===== config.mk =====
export PLATFORM = sky130hd
export DESIGN_NAME = sequence_generator
export DESIGN_NICKNAME = d
export VERILOG_FILES = /design/src/rtl/seqgen_pkg.sv /design/src/rtl/seqgen_symbol_rom.sv /design/src/rtl/sequence_generator.sv
export SDC_FILE = /design/constraint.sdc
export NUM_CORES = 1
export LEC_CHECK = 0
export ABC_AREA = 0
export CAP_MARGIN = 20
export CORE_MARGIN = 2
export CORE_UTILIZATION = 58
export CTS_BUF_LIST = sky130_fd_sc_hd__clkbuf_8
export CTS_CLUSTER_SIZE = 12
export DETAILED_ROUTE_END_ITERATION = 8
export PLACE_DENSITY = 0.9
export REMOVE_ABC_BUFFERS = 1
export SLEW_MARGIN = 20
export SYNTH_ARGS = -nofsm -noshare
export SYNTH_HDL_FRONTEND = slang
export SYNTH_SLANG_ARGS = --single-unit

===== constraint.sdc =====
create_clock -name clk -period 2.5 [get_ports clk]
set_clock_uncertainty 0.2 [all_clocks]
set_input_delay 0.5 -clock clk [delete_from_list [all_inputs] [get_ports clk]]
set_output_delay 0.5 -clock clk [all_outputs]
set_load 0.02 [all_outputs]

===== src/rtl/seqgen_pkg.sv =====
// seqgen_pkg -- shared definitions for the sequence generator.
//   seq_state_e : controller states (IDLE, SEND, DONE)
//   SEQ_LEN     : number of symbols in one sequence repetition
//   SEQ_TABLE   : the fixed symbol sequence, index 0..SEQ_LEN-1; also used
//                 by the sequence detector's bench as the golden pattern
package seqgen_pkg;

  typedef enum logic [1:0] {
    ST_IDLE = 2'd0,
    ST_SEND = 2'd1,
    ST_DONE = 2'd2
  } seq_state_e;

  localparam int SEQ_LEN = 8;

  localparam logic [2:0] SEQ_TABLE [SEQ_LEN] = '{
    3'b001, 3'b101, 3'b110, 3'b000, 3'b110, 3'b110, 3'b011, 3'b101
  };

endpackage


===== src/rtl/seqgen_symbol_rom.sv =====
// seqgen_symbol_rom -- combinational lookup of one sequence symbol.
//   idx : input,  3 bits, symbol index 0..7
//   sym : output, 3 bits, symbol at that index
module seqgen_symbol_rom
  import seqgen_pkg::*;
(
  input  logic [2:0] idx,
  output logic [2:0] sym
);

  // Table lookup; every 3-bit index maps to a table entry.
  always_comb begin
    sym = SEQ_TABLE[idx];
  end

endmodule


===== src/rtl/sequence_generator.sv =====
// sequence_generator -- emits the fixed 8-symbol sequence REPEAT times per
// start request over a valid/ready handshake, then pulses done.
//   clk        : input,  rising-edge clock
//   reset      : input,  synchronous active-low reset
//   start      : input,  begin a burst (only honoured in IDLE)
//   data_ready : input,  sink accepts the current symbol (only used in SEND)
//   inject_err : input,  present only with SEQGEN_ERR_INJECT_EN; captured
//                with start, corrupts the final symbol of the burst
//   data       : output, 3-bit symbol (IDLE_SYM while data_valid is low)
//   data_valid : output, data holds a valid symbol
//   busy       : output, state is not IDLE
//   done       : output, one-cycle pulse after the last symbol transfers
// Optional feature macro: SEQGEN_ERR_INJECT_EN.
module sequence_generator
  import seqgen_pkg::*;
#(
  parameter int         REPEAT   = 1,
  parameter logic [2:0] IDLE_SYM = 3'b000
) (
  input  logic       clk,
  input  logic       reset,
  input  logic       start,
  input  logic       data_ready,
`ifdef SEQGEN_ERR_INJECT_EN
  input  logic       inject_err,
`endif
  output logic [2:0] data,
  output logic       data_valid,
  output logic       busy,
  output logic       done
);

  localparam logic [2:0] LAST_IDX = 3'(SEQ_LEN - 1);
  localparam logic [7:0] LAST_REP = 8'(REPEAT - 1);

  seq_state_e state_r;
  logic [2:0] idx_r;
  logic [7:0] rep_r;
`ifdef SEQGEN_ERR_INJECT_EN
  logic       err_r;
`endif

  logic       xfer_s;
  logic       last_s;
  logic [2:0] next_idx_s;
  logic [7:0] next_rep_s;
  logic [2:0] rom_sym_s;
  logic [2:0] next_sym_s;

  // Handshake decode and the index/repetition of the symbol to present next.
  always_comb begin
    xfer_s     = (state_r == ST_SEND) && data_valid && data_ready;
    last_s     = xfer_s && (idx_r == LAST_IDX) && (rep_r == LAST_REP);
    next_idx_s = idx_r;
    next_rep_s = rep_r;
    if (state_r == ST_IDLE) begin
      next_idx_s = 3'd0;
      next_rep_s = 8'd0;
    end else if (xfer_s) begin
      // The 3-bit index wraps 7->0 naturally; the wrap bumps the repetition.
      next_idx_s = idx_r + 3'd1;
      if (idx_r == LAST_IDX) begin
        next_rep_s = rep_r + 8'd1;
      end else begin
        next_rep_s = rep_r;
      end
    end else begin
      next_idx_s = idx_r;
      next_rep_s = rep_r;
    end
  end

  seqgen_symbol_rom u_rom (
    .idx (next_idx_s),
    .sym (rom_sym_s)
  );

  // Symbol to load into the output register, with optional final-symbol
  // corruption.
  always_comb begin
    next_sym_s = rom_sym_s;
`ifdef SEQGEN_ERR_INJECT_EN
    if (err_r && (next_idx_s == LAST_IDX) && (next_rep_s == LAST_REP)) begin
      next_sym_s = rom_sym_s ^ 3'b001;
    end else begin
      next_sym_s = rom_sym_s;
    end
`endif
  end

  // Controller FSM with registered outputs.
  always_ff @(posedge clk) begin
    if (!reset) begin
      state_r    <= ST_IDLE;
      idx_r      <= 3'd0;
      rep_r      <= 8'd0;
      data       <= IDLE_SYM;
      data_valid <= 1'b0;
      busy       <= 1'b0;
      done       <= 1'b0;
`ifdef SEQGEN_ERR_INJECT_EN
      err_r      <= 1'b0;
`endif
    end else begin
      case (state_r)
        ST_IDLE: begin
          done <= 1'b0;
          if (start) begin
            state_r    <= ST_SEND;
            idx_r      <= 3'd0;
            rep_r      <= 8'd0;
            data       <= next_sym_s;
            data_valid <= 1'b1;
            busy       <= 1'b1;
`ifdef SEQGEN_ERR_INJECT_EN
            err_r      <= inject_err;
`endif
          end else begin
            state_r    <= ST_IDLE;
            data       <= IDLE_SYM;
            data_valid <= 1'b0;
            busy       <= 1'b0;
          end
        end
        ST_SEND: begin
          if (last_s) begin
            state_r    <= ST_DONE;
            idx_r      <= 3'd0;
            rep_r      <= 8'd0;
            data       <= IDLE_SYM;
            data_valid <= 1'b0;
            done       <= 1'b1;
          end else if (xfer_s) begin
            idx_r <= next_idx_s;
            rep_r <= next_rep_s;
            data  <= next_sym_s;
          end else begin
            // Stalled: hold data and data_valid until the sink accepts.
            idx_r <= idx_r;
            rep_r <= rep_r;
          end
        end
        ST_DONE: begin
          state_r <= ST_IDLE;
          busy    <= 1'b0;
          done    <= 1'b0;
        end
        default: begin
          state_r    <= ST_IDLE;
          idx_r      <= 3'd0;
          rep_r      <= 8'd0;
          data       <= IDLE_SYM;
          data_valid <= 1'b0;
          busy       <= 1'b0;
          done       <= 1'b0;
        end
      endcase
    end
  end

endmodule


# Yosys cells after proc, flatten, opt, wreduce, memory -nomap -nowiden
# Memories as Yosys holds them, arrays and structs flattened.
# Cells that the tools add are included.
# totals
elab_cells,55
memories,1
rom_bits,24
regBits,19
input_bits,4
output_inout_bits,6
# mem_list
memory,depth,word_bits,read_ports,rd_ports_with_merged_regs,wr,line_no,rtl
(name not given),8,3,1,0,0,seqgen_symbol_rom.sv:13,sym = SEQ_TABLE[idx];
# classes
bitwise_logic,2
muxes,24
n_eq_ne,7
n_reduce_logical,11
n_addsub,2
n_lt_le_gt_ge,1
# ops
op,count
$mux 8,4
$mux 3,10
$pmux 8 s3,1
$pmux 3 s3,2
$add 8x1->8 const B,1
$logic_not 8->1,1
$reduce_and 2->1,3
$ge 4x4->1 const B,1
$logic_and 1x1->1,4
$ne 2x2->1 const B,2
$not 3->4,1
$pmux 2 s2,1
$reduce_and 4->1,1
$add 3x1->3 const B,1
$eq 3x3->1 const B,1
$mux 1,3
$ne 3x2->1 const B,1
$ne 3x3->1 const B,1
$pmux 1 s3,1
$reduce_and 3->1,1
$eq 2x1->1 const B,1
$eq 2x2->1 const B,1
$logic_not 2->1,1
$mux 2,1
2 further kinds,2

# Logic depth before layout (Yosys ltp)
# logic_depth
depth_word,12
ltp_mapped,8
ltp_nobuf,8

# Modules after synthesis
# A second synthesis with hierarchy kept.
# unflattened
hier_cells,112
hier_area_um2,1061.0
# modules_own_cells
mod,area_per_inst_um2,seq_area_each_um2,cells_per_inst,instances
sequence_generator,1013.5,380.4,106,1
seqgen_symbol_rom,47.5,0.0,6,1

# Least setup slack after synthesis
# Ideal clock, no wire load.
# synth_path
path_kind,reg2reg
from,register idx_r[0]
to,register rep_r[5]
required_ns,2.180
period_less_slack_ns,1.856
path_stages_with_launch,9
t_arrival_ns,1.536
setup_slack_ns,0.644
n_path_buf,0
setup_time_ns,0.120
path_cell_list,dfxtp_1 ha_1 ha_1 a31oi_1 o22ai_2 and3_1 nand4_1 xor2_1 nor2_1
# synth_between
elab_chain_cells,5
word_cells_on_any_way,8
cone_classes,3 x eq/ne; 2 x mux; 3 x reduce/logical
# synth_lines
element,line_no,rtl
from (decl),sequence_generator.sv:37,logic [2:0] idx_r;
from (signal assigned),sequence_generator.sv:134,idx_r <= next_idx_s;
from (signal assigned),sequence_generator.sv:139,idx_r <= idx_r;
$eq 3x3->1 (*),"sequence_generator.sv:53, sequence_generator.sv:62",
$logic_and 1x1->1 (2 in a row),sequence_generator.sv:53,last_s = xfer_s && (idx_r == LAST_IDX) && (rep_r == LAST_REP);
$ne 3x2->1 (no line) (tied with other cells),n/a,
$reduce_and 4->1 (no line) or $pmux 8 s3 (tied branches),n/a,
to (signal assigned),sequence_generator.sv:135,rep_r <= next_rep_s;
to (signal assigned),sequence_generator.sv:140,rep_r <= rep_r;
to (decl),sequence_generator.sv:38,logic [7:0] rep_r;
# Every way passes the cells marked *; elsewhere a longest branch is shown, timed or not.
# A chain may end at the register's enable or synchronous reset.

# Worst setup path after layout
# layout_path
from,input port data_ready
to,register data[2]
# layout_between
elab_chain_cells,10
word_cells_on_any_way,15
cone_classes,1 x eq/ne; 8 x mux; 1 x bitwise; 4 x reduce/logical; 1 x memory
# layout_lines
element,line_no,rtl
from (decl),sequence_generator.sv:23,"input logic data_ready,"
$logic_and 1x1->1 (*),sequence_generator.sv:52,xfer_s = (state_r == ST_SEND) && data_valid && data_ready;
$mux 3,sequence_generator.sv:59,end else if (xfer_s) begin
$mux 3,sequence_generator.sv:56,if (state_r == ST_IDLE) begin
$not 3->4 (implied by the code),seqgen_symbol_rom.sv:13,
$mem_v2 8x3,n/a,
$mux 3 (implied by the code) (2 in a row),seqgen_symbol_rom.sv:13,
$mux 3,sequence_generator.sv:133,end else if (xfer_s) begin
$mux 3,sequence_generator.sv:126,if (last_s) begin
$pmux 3 s3,sequence_generator.sv:105,case (state_r)
to (signal assigned),sequence_generator.sv:112,data <= next_sym_s;
to (signal assigned),sequence_generator.sv:136,data <= next_sym_s;
to (decl),sequence_generator.sv:27,"output logic [2:0] data,"
# Every way passes the cells marked *; elsewhere a longest branch is shown, timed or not. The select of a mux whose other input is x is not followed.

==> flow_summary.toml <==
[timing]
setup_viol_count_final = 0
period_minus_slack_ns = 2.17
tns_ns = 0
max_slew_margin_pct = 67.4
tightest_slew_ns = 0.488
hold_violations = 0
worst_slack_ns = 0.333
max_freq_ghz = 0.461
slew_violations = 0
rsz0062_at_grt = "false"
timing.final.crit_share_pct = 86.7

[floorplan]
dieArea_um2 = 2100
die_w_um = 45.8
io_pins = 10
start_util_pct = 59.9
rows = 15
fp.dieH_um = 45.8
core_um2 = 1690

[cts]
postCtsSetupBuffers = 0
cts_buffers = 3
clkTransAtPathRegs_ns = 0.07
root_buffer = "clkbuf_8"
cts_tree = "yes"
cts_sinks = 19
cts_resized = 0
ctsHtreeMaxLevel = 1
ctsHoldBuffers = 0
clock_path_buffers = 2
clk_latency_ns = 0.26

[critical_path]
cp_num_buf_inv = 1
criticalPathCategory = "input port to flip-flop"
slowest_stage = "clkdlybuf4s50_1"
crit_path_end_kind = "flip-flop"
worst-endpoint-arrival_ns = 2.16
cp_max_fo = 6
startpoint_type = "input port"
crit_chain = "clkdlybuf4s50_1 -> and2_1 -> nand2_1 -> o211ai_1 -> xnor2_1 -> a21o_1 -> o21ai_0"
max_stage_delay_ns = 0.51
cp.required_ns = 2.49
cpLargestDelayFamily = "compound AO/OA/AOI/OAI gates"

[yosys]
synth_commonest_cells = "dfxtp_1 (19), nand2_1 (17), nor2_1 (9), nand3_1 (7), xor2_1 (6)"
yosysSeqAreaShare_pct = 37.6
syn_inst = 119
syn-cell-area_um2 = 1010
synth.most_common_cell = "dfxtp_1"
synth_area_leaders = "dfxtp_1 (38%), nand2_1 (6.3%), xor2_1 (5.2%), ha_1 (4.9%), nand3_1 (3.5%)"
synth.distinct_cells = 39
synth-edff-count = 0
yosys_most_used_dff = "dfxtp_1"
yosys_warnings = 0
synth-seq-cells = 19
post_synth.cell_area_avg_um2 = 8.51
synth_top_area_share_pct = 37.6
async_flop_share_pct = 0
yosys.area.top_type = "dfxtp_1"

[drt]
num_vias = 869
routedWlPerCell_um = 13.7
drtAntennaViolNets = 0
drc = 0
routed_wl_um = 2010
initialDrtViolationCount = 43
avgViaCountPerCell = 5.91
first_pass_iters = 4

[global_routing]
grt_first_pass_wirelength_um = 3260
grt_util_all_layers_pct = 21.4
grt_overflow = 0
antenna_found_initial = 0
grt_start_max_net_pins = 14
grt_pass1_vias = 751

[layout]
syn2layout_area_growth_pct = 15.0
drive_gt1_share_pct = 8.46
final_nets = 139
fill_cells = 139
diodes = 0

[power_and_ir_drop]
p_leak_nw = 0.452
ir_drop_uv = 353
power.density_nw_per_um2 = 513
switching_share_pct = 25.0
seqPwrFrac_pct = 53.2
switchingPower_w = 0.000149
pwr-share-comb_pct = 11.1
clockPowerShare_pct = 35.7
p_int_w = 0.000447

[placement]
hpwlAfterDp_um = 1470
gp_congestion = 0.859
portBuffers = 9
dp_slack_ns = 0.103

[job]
drv_cap = 0

[outcome]
status = "finished clean"

[hold_path]
min_path_type = "flip-flop to flip-flop"
-- final timing paths --
check,start,end,slack [ns],depth (start not counted)
setup / recovery,data_ready,data[2]$_SDFFE_PN0P_,0.33,7
hold / removal,data[2]$_SDFFE_PN0P_,data[2]$_SDFFE_PN0P_,0.28,2
hold reg to reg,data[2]$_SDFFE_PN0P_,data[2]$_SDFFE_PN0P_,0.28,2
setup reg to reg,idx_r[0]$_SDFFE_PN0P_,rep_r[7]$_SDFFE_PN0P_,0.43,8
-- per-stage QoR --
step | power (W) | hold WS (ns) | cells | utilization, % | instance area [um^2]
floorplan | 0.000363 | 0.270 | 116 | - | 998
CTS | 0.000600 | 0.280 | 147 | 68.9 | 1160
global route | 0.000619 | 0.311 | 147 | 68.9 | 1160
detailed placement | 0.000389 | 0.265 | 143 | 66.1 | 1120
finish | 0.000597 | 0.278 | 147 | 68.9 | 1160
global placement | 0.000387 | 0.246 | 143 | 66.1 | 1120
-- worst register-to-register path, stage by stage (launching register included) --
cell and delay (ns):
dfxtp_1 0.41, ha_1 0.18, ha_1 0.17, nand2_1 0.07
nor4_2 0.29, and2_4 0.23, nor3_2 0.07, o21ai_4 0.25
nor2_1 0.08
-- flip-flops by register name, summed over array words and instances (netlist names) --
register and cells:
rep_r 8, data 3, idx_r 3, state_r 2, busy 1, data_valid 1, done 1
-- per-layer routing --
metal | wire (um) | up-vias | GRT usage, %
li1 | - | 437 | -
met1 | 976 | 411 | 29.9
met2 | 955 | 18 | 33.5
met5 | 0 | - | 0
met3 | 54 | 3 | 2.38
met4 | 27 | 0 | 8.57
-- logic make-up after synthesis --
kind of cell / after synthesis / synth area share (%)
AO/OA/AOI/OAI: 25 / 18.7
XOR/XNOR: 9 / 7.79
adder cells (fa/ha/maj): 4 / 4.94
buffers and inverters: 8 / 3.21
flip-flops: 19 / 37.6
multiplexers: 1 / 0.989
AND/OR/NAND/NOR: 53 / 26.8
-- cell usage in the layout, fill, tap and decap left out, drive strengths merged, types with 2 or more instances in the layout --
cell type	Yosys	routed
dfxtp	19	19
nand2	17	17
nor2	9	9
clkdlybuf4s50	0	9
nand3	7	7
xor2	6	6
o21ai	6	6
inv	5	5
ha	4	4
and2	4	4
xnor2	3	3
a21boi	3	3
and3	3	3
nand4	3	3
clkbuf	1	3
nor3	3	3
a22oi	2	2
nor2b	2	2
a21o	2	2
a21oi	2	2
o22ai	2	2
-- cell type report --
cell class / instances / area (um^2) / share of cell area (%)
tap: 17 / 21.3 / 1.83
clock buffer: 3 / 41.3 / 3.55
inverter: 5 / 18.8 / 1.61
clock inverter: 1 / 5.00 / 0.430
multi-input combinational: 92 / 599 / 51.5
timing repair buffer: 10 / 97.6 / 8.39
sequential: 19 / 380 / 32.7
-- power by group through the flow --
stage	Combinational, W	Sequential, W	Clock [W]
global placement	0.0000638	0.000324	0
global route	0.0000724	0.000318	0.000229
finish	0.0000661	0.000317	0.000213
floorplan	0.0000366	0.000327	0
detailed placement	0.0000649	0.000324	0
CTS	0.0000654	0.000317	0.000217
Power figures use the tool's default switching activity.
